### src/rtl/alu_issue_stage_pkg.sv
// Shared definitions for the ALU issue stage and the ALU itself:
// ALU operation encodings and the RV32I opcodes this stage accepts.
package alu_issue_stage_pkg;

  typedef enum logic [2:0] {
    ALU_ADD  = 3'd0,
    ALU_SLL  = 3'd1,
    ALU_SLT  = 3'd2,
    ALU_SLTU = 3'd3,
    ALU_XOR  = 3'd4,
    ALU_SR   = 3'd5,
    ALU_OR   = 3'd6,
    ALU_AND  = 3'd7
  } alu_op_e;

  localparam logic [6:0] OPC_OP     = 7'b0110011;
  localparam logic [6:0] OPC_OP_IMM = 7'b0010011;
  localparam logic [6:0] OPC_LUI    = 7'b0110111;
  localparam logic [6:0] OPC_AUIPC  = 7'b0010111;

  localparam logic [2:0] F3_ADD_SUB = 3'd0;
  localparam logic [2:0] F3_SR      = 3'd5;

endpackage

### src/rtl/alu_issue_stage_operand_forward.sv
// Resolves one source operand: x0 reads as zero, then the EX-stage result,
// then the WB-stage result, then register-file data. EX is younger, so it wins.
module operand_forward #(
  parameter int WORD_SIZE      = 32,
  parameter int REG_ADDR_WIDTH = 5
) (
  input  logic [REG_ADDR_WIDTH-1:0] rs,
  input  logic [WORD_SIZE-1:0]      rf_data,
  input  logic                      ex_valid,
  input  logic [REG_ADDR_WIDTH-1:0] ex_rd,
  input  logic [WORD_SIZE-1:0]      ex_data,
  input  logic                      wb_valid,
  input  logic [REG_ADDR_WIDTH-1:0] wb_rd,
  input  logic [WORD_SIZE-1:0]      wb_data,
  output logic [WORD_SIZE-1:0]      value
);

  // Priority select of the freshest copy of the source register.
  always_comb begin
    value = rf_data;
    if (rs == '0) begin
      value = '0;
    end else if (ex_valid && (ex_rd == rs)) begin
      value = ex_data;
    end else if (wb_valid && (wb_rd == rs)) begin
      value = wb_data;
    end
  end

endmodule

### src/rtl/alu_issue_stage.sv
// Execute-issue register in front of the ALU. Resolves operands, maps the
// instruction onto an ALU op, folds SUB into ADD of the negated operand,
// masks shift amounts, and holds the bundle under valid/ready backpressure.
module alu_issue_stage
  import alu_issue_stage_pkg::*;
#(
  parameter int WORD_SIZE      = 32,
  parameter int REG_ADDR_WIDTH = 5
) (
  input  logic                      clk,
  input  logic                      rst_n,
  input  logic                      in_valid,
  output logic                      in_ready,
  input  logic [6:0]                in_opcode,
  input  logic [2:0]                in_funct3,
  input  logic                      in_funct7_5,
  input  logic [REG_ADDR_WIDTH-1:0] in_rs1,
  input  logic [REG_ADDR_WIDTH-1:0] in_rs2,
  input  logic [WORD_SIZE-1:0]      in_rs1_data,
  input  logic [WORD_SIZE-1:0]      in_rs2_data,
  input  logic [WORD_SIZE-1:0]      in_imm,
  input  logic [WORD_SIZE-1:0]      in_pc,
  input  logic [REG_ADDR_WIDTH-1:0] in_rd,
  input  logic                      fwd_ex_valid,
  input  logic                      fwd_wb_valid,
  input  logic [REG_ADDR_WIDTH-1:0] fwd_ex_rd,
  input  logic [REG_ADDR_WIDTH-1:0] fwd_wb_rd,
  input  logic [WORD_SIZE-1:0]      fwd_ex_data,
  input  logic [WORD_SIZE-1:0]      fwd_wb_data,
  input  logic                      flush,
  output logic                      out_valid,
  input  logic                      out_ready,
  output logic [WORD_SIZE-1:0]      out_a,
  output logic [WORD_SIZE-1:0]      out_b,
  output logic [2:0]                out_op,
  output logic                      out_arith,
  output logic                      out_illegal,
  output logic [REG_ADDR_WIDTH-1:0] out_rd
);

  localparam int SHAMT_W = $clog2(WORD_SIZE);

  // Two's-complement negation so the ALU only ever needs an adder.
  function automatic logic [WORD_SIZE-1:0] negate(input logic [WORD_SIZE-1:0] x);
    logic signed [WORD_SIZE-1:0] s;
    s = $signed(x);
    return $unsigned(-s);
  endfunction

  // Keep only the legal shift distance; upper operand bits forced to zero.
  function automatic logic [WORD_SIZE-1:0] mask_shamt(input logic [WORD_SIZE-1:0] x);
    return {{(WORD_SIZE-SHAMT_W){1'b0}}, x[SHAMT_W-1:0]};
  endfunction

  logic [WORD_SIZE-1:0] rs1_val_p0;
  logic [WORD_SIZE-1:0] rs2_val_p0;
  logic [WORD_SIZE-1:0] a_p0;
  logic [WORD_SIZE-1:0] b_p0;
  alu_op_e              op_p0;
  logic                 arith_p0;
  logic                 illegal_p0;

  logic                      vld_p1;
  logic [WORD_SIZE-1:0]      a_p1;
  logic [WORD_SIZE-1:0]      b_p1;
  logic [2:0]                op_p1;
  logic                      arith_p1;
  logic                      illegal_p1;
  logic [REG_ADDR_WIDTH-1:0] rd_p1;

  operand_forward #(
    .WORD_SIZE      (WORD_SIZE),
    .REG_ADDR_WIDTH (REG_ADDR_WIDTH)
  ) u_fwd_rs1 (
    .rs       (in_rs1),
    .rf_data  (in_rs1_data),
    .ex_valid (fwd_ex_valid),
    .ex_rd    (fwd_ex_rd),
    .ex_data  (fwd_ex_data),
    .wb_valid (fwd_wb_valid),
    .wb_rd    (fwd_wb_rd),
    .wb_data  (fwd_wb_data),
    .value    (rs1_val_p0)
  );

  operand_forward #(
    .WORD_SIZE      (WORD_SIZE),
    .REG_ADDR_WIDTH (REG_ADDR_WIDTH)
  ) u_fwd_rs2 (
    .rs       (in_rs2),
    .rf_data  (in_rs2_data),
    .ex_valid (fwd_ex_valid),
    .ex_rd    (fwd_ex_rd),
    .ex_data  (fwd_ex_data),
    .wb_valid (fwd_wb_valid),
    .wb_rd    (fwd_wb_rd),
    .wb_data  (fwd_wb_data),
    .value    (rs2_val_p0)
  );

  // Stage p0: decode opcode/funct into ALU operands and op code.
  always_comb begin
    a_p0       = '0;
    b_p0       = '0;
    op_p0      = ALU_ADD;
    arith_p0   = 1'b0;
    illegal_p0 = 1'b0;
    case (in_opcode)
      OPC_OP: begin
        a_p0  = rs1_val_p0;
        b_p0  = rs2_val_p0;
        op_p0 = alu_op_e'(in_funct3);
        if (in_funct7_5) begin
          if (in_funct3 == F3_ADD_SUB) begin
            b_p0 = negate(rs2_val_p0);
          end else if (in_funct3 == F3_SR) begin
            arith_p0 = 1'b1;
          end else begin
            illegal_p0 = 1'b1;
          end
        end
      end
      OPC_OP_IMM: begin
        a_p0  = rs1_val_p0;
        b_p0  = in_imm;
        op_p0 = alu_op_e'(in_funct3);
        if (in_funct3 == F3_SR) begin
          arith_p0 = in_funct7_5;
        end
      end
      OPC_LUI: begin
        b_p0 = in_imm;
      end
      OPC_AUIPC: begin
        a_p0 = in_pc;
        b_p0 = in_imm;
      end
      default: begin
        illegal_p0 = 1'b1;
      end
    endcase
    if ((op_p0 == ALU_SLL) || (op_p0 == ALU_SR)) begin
      b_p0 = mask_shamt(b_p0);
    end
  end

  assign in_ready = !vld_p1 || out_ready;

  // Stage p1: registered bundle with valid/ready hold, flush and reset.
  always_ff @(posedge clk) begin
    if (!rst_n) begin
      vld_p1     <= 1'b0;
      a_p1       <= '0;
      b_p1       <= '0;
      op_p1      <= '0;
      arith_p1   <= 1'b0;
      illegal_p1 <= 1'b0;
      rd_p1      <= '0;
    end else if (flush) begin
      vld_p1 <= 1'b0;
    end else if (in_valid && in_ready) begin
      vld_p1     <= 1'b1;
      a_p1       <= a_p0;
      b_p1       <= b_p0;
      op_p1      <= op_p0;
      arith_p1   <= arith_p0;
      illegal_p1 <= illegal_p0;
      rd_p1      <= in_rd;
    end else if (out_ready) begin
      vld_p1 <= 1'b0;
    end
  end

  assign out_valid   = vld_p1;
  assign out_a       = a_p1;
  assign out_b       = b_p1;
  assign out_op      = op_p1;
  assign out_arith   = arith_p1;
  assign out_illegal = illegal_p1;
  assign out_rd      = rd_p1;

endmodule

### config.mk
export PLATFORM = sky130hd
export DESIGN_NAME = alu_issue_stage
export DESIGN_NICKNAME = d
export VERILOG_FILES = /design/src/rtl/alu_issue_stage_pkg.sv /design/src/rtl/alu_issue_stage_operand_forward.sv /design/src/rtl/alu_issue_stage.sv
export SDC_FILE = /design/constraint.sdc
export NUM_CORES = 1
export LEC_CHECK = 0
export ABC_CLOCK_PERIOD_IN_PS = 4800
export BUFFER_PORTS_ARGS = -buffer_cell sky130_fd_sc_hd__buf_2
export CAP_MARGIN = 20
export CORE_MARGIN = 3
export CORE_UTILIZATION = 30
export DETAILED_ROUTE_END_ITERATION = 8
export RECOVER_POWER = 100
export SLEW_MARGIN = 5
export SYNTH_ARGS = -nofsm -noshare
export SYNTH_HDL_FRONTEND = slang
export SYNTH_SLANG_ARGS = --single-unit
### constraint.sdc
create_clock -name clk -period 4.8 [get_ports clk]
set_input_delay 0.48 -clock clk [delete_from_list [all_inputs] [get_ports clk]]
set_output_delay 0.48 -clock clk [all_outputs]
set_load 0.005 [all_outputs]
==> metrics.cfg <==
[setup_path]
critPathKind = in -> reg
crit_family = simple AND/OR/NAND/NOR gates
r2r_cells = 8
cp.arrival_ns = 4.05
crit_chain = clkbuf_1, xnor2_1, and4_1, nand3_2, o211ai_1, ha_1, and3_1, and3_1, a31oi_1, xnor2_1, o22ai_1
slowest_delay_ns = 0.76
critPathBufInv = 1
start_kind = primary input
crit_path_end_kind = register
cp_data_required_time_ns = 4.93
critPathSlowestCell = nand3_2
worst-path-stages = 11
crit_fanout = 47

[cts]
cts_buffers = 9
clk_latency_ns = 0.35
postCtsSetupBuffers = 0
clk_pin_slew_worst_paths_ns = 0.06
cts.repair.resized = 0
cts_root_buf = clkbuf_16
cts_tree = built
htree_levels = 3
cts.sinks = 75
cts.path.max_buffers = 2
holdBufCountCts = 0

[synthesis]
synth_commonest_cells = 87 x nand2_1, 75 x dfxtp_1, 74 x nor2_1
ys_types = 76
synth_largest_area_cell = dfxtp_1
synth_edf_count = 0
synth-main-ff-cell = dfxtp_1
yosys.area.top_type_share_pct = 24.7
synthTopCellsByArea = dfxtp_1 25%, mux2i_1 6.1%, nand2_1 5.4%
synth-warning-count = 0
synthMostInstantiatedCell = nand2_1
synth_area_mm2 = 0.00607
synth-seq-cells = 75
synth-seq-area-share_pct = 24.7
syn_inst = 817
syn_nets = 1053
synth_async_sr_flop_share_pct = 0
post_synth.cell_area_avg_um2 = 7.43

[timing]
slew_headroom_pct = -83.1
worst_slew_pin_slew_ns = 2.75
finalHoldViolCount = 0
setup_tns_ns = 0
fin_crit_ns = 3.93
finalClockSkew_ns = 0.00667
whs_ns = 0.334
rsz0062_at_grt = false
max_freq_mhz = 255
drv_slew = 57
setup_viol = 0
fin_crit_sh_pct = 81.8

[routing]
drt_iter0_markers = 450
routed_wl_um = 29400
wl_per_cell_um = 21.7
antenna_left = 0
firstDrtPassIters = 7
via_per_inst = 5.58
vias = 7555
remaining_drc_errors = 0

[place]
hpwlAfterDp_um = 23200
postPlaceCellArea_mm2 = 0.00779
gp_congestion = 0.967
io_buffers = 310

[layout]
fin_nets = 1320
fin_area_mm2 = 0.00800
utilization_pct = 40.7
diodes = 0
drive_gt1_share_pct = 29.4
syn_to_final_growth_pct = 31.6

[min_path]
hp-class = in -> reg
hold_depth = 2

[floorplanning]
initial_core_util_pct = 30.9
fp.dieW_um = 148
ios = 311
rows = 51
die-area_mm2 = 0.0220
die_y_um = 148
coreArea_mm2 = 0.0197

[grt]
overflow = 0
antenna_found_initial = 3
grt_max_degree = 79
grt_pass1_vias = 7256
grt_pass1_wl_um = 43900
grt.total_usage_pct = 25.7

[pwr]
p_leak_uw = 0.00307
power_density_mw_per_mm2 = 230
irDropWorstVdd_v = 0.000172
power_uw = 1840

[outcome]
violations = capacitance limit, slew limit
outcome = finished, violations left

[job]
drv_cap = 1

## stage by stage
step                instances  worst slack, ns
global route             1354            0.527
CTS                      1354             1.37
finish                   1354            0.874
floorplan                 817             1.53
global placement         1338             1.04
detailed placement       1338            0.992
## kinds of logic after synthesis
group           count (synthesis)  synth area share, %
simple gates                  313                 25.0
compound gates                268                 31.5
buf+inv                        77                 5.75
flops                          75                 24.7
xor+xnor                       46                 6.76
mux                            37                 6.10
fa+ha+maj                       1                0.206
## power breakdown
group | internal, uW | switching (uW) | total [uW]
sequential | 645 | 10.9 | 656
combinational | 186 | 285 | 471
clock | 421 | 293 | 714
## state kept, by name, summed over array words and instances, names as in the netlist
| register | count |
|---|---|
| out_a | 32 |
| out_arith | 1 |
| out_b | 32 |
| out_illegal | 1 |
| out_op | 3 |
| out_rd | 5 |
| out_valid | 1 |
## routing by layer
metal / GRT usage, % / wire length (um) / up-vias
li1: - / - / 3647
met1: 33.5 / 12600 / 3534
met2: 42.9 / 13900 / 338
met3: 5.58 / 2170 / 32
met4: 7.53 / 787 / 4
met5: 0 / 23 / -
## cells in the final DEF, fill, tap and decap left out, types with 18 or more instances in the layout
| master | n |
|---|---|
| nor3_1 | 55 |
| buf_4 | 18 |
| a221oi_1 | 37 |
| mux2i_1 | 37 |
| a21oi_1 | 28 |
| dfxtp_1 | 75 |
| xnor2_1 | 27 |
| nor2_1 | 74 |
| o21ai_0 | 66 |
| nand3_1 | 34 |
| a22oi_1 | 19 |
| nand2_1 | 87 |
| buf_2 | 260 |
| clkbuf_1 | 52 |
| xor2_1 | 18 |
## cell type report
cell class                 count  area, um2
multi-input combinational    665       4210
tap                          265        332
clock inverter                 6       70.1
clock buffer                  10        239
sequential                    75       1500
inverter                       3       11.3
timing repair buffer         330       1630
fill                        2179      11700
## final timing paths
| path | endpoint | slack, ns | startpoint |
|---|---|---|---|
| worst max register to register | out_b[29]$_SDFFE_PN0P_ | 2.24 | out_valid$_SDFFE_PP0P_ |
| worst min-delay path | out_valid$_SDFFE_PP0P_ | 0.33 | flush |
| worst min register to register | out_b[5]$_SDFFE_PN0P_ | 0.45 | out_b[5]$_SDFFE_PN0P_ |
| worst max-delay path | out_b[16]$_SDFFE_PN0P_ | 0.87 | in_rs2[0] |
(Power assumes the default switching activity.)
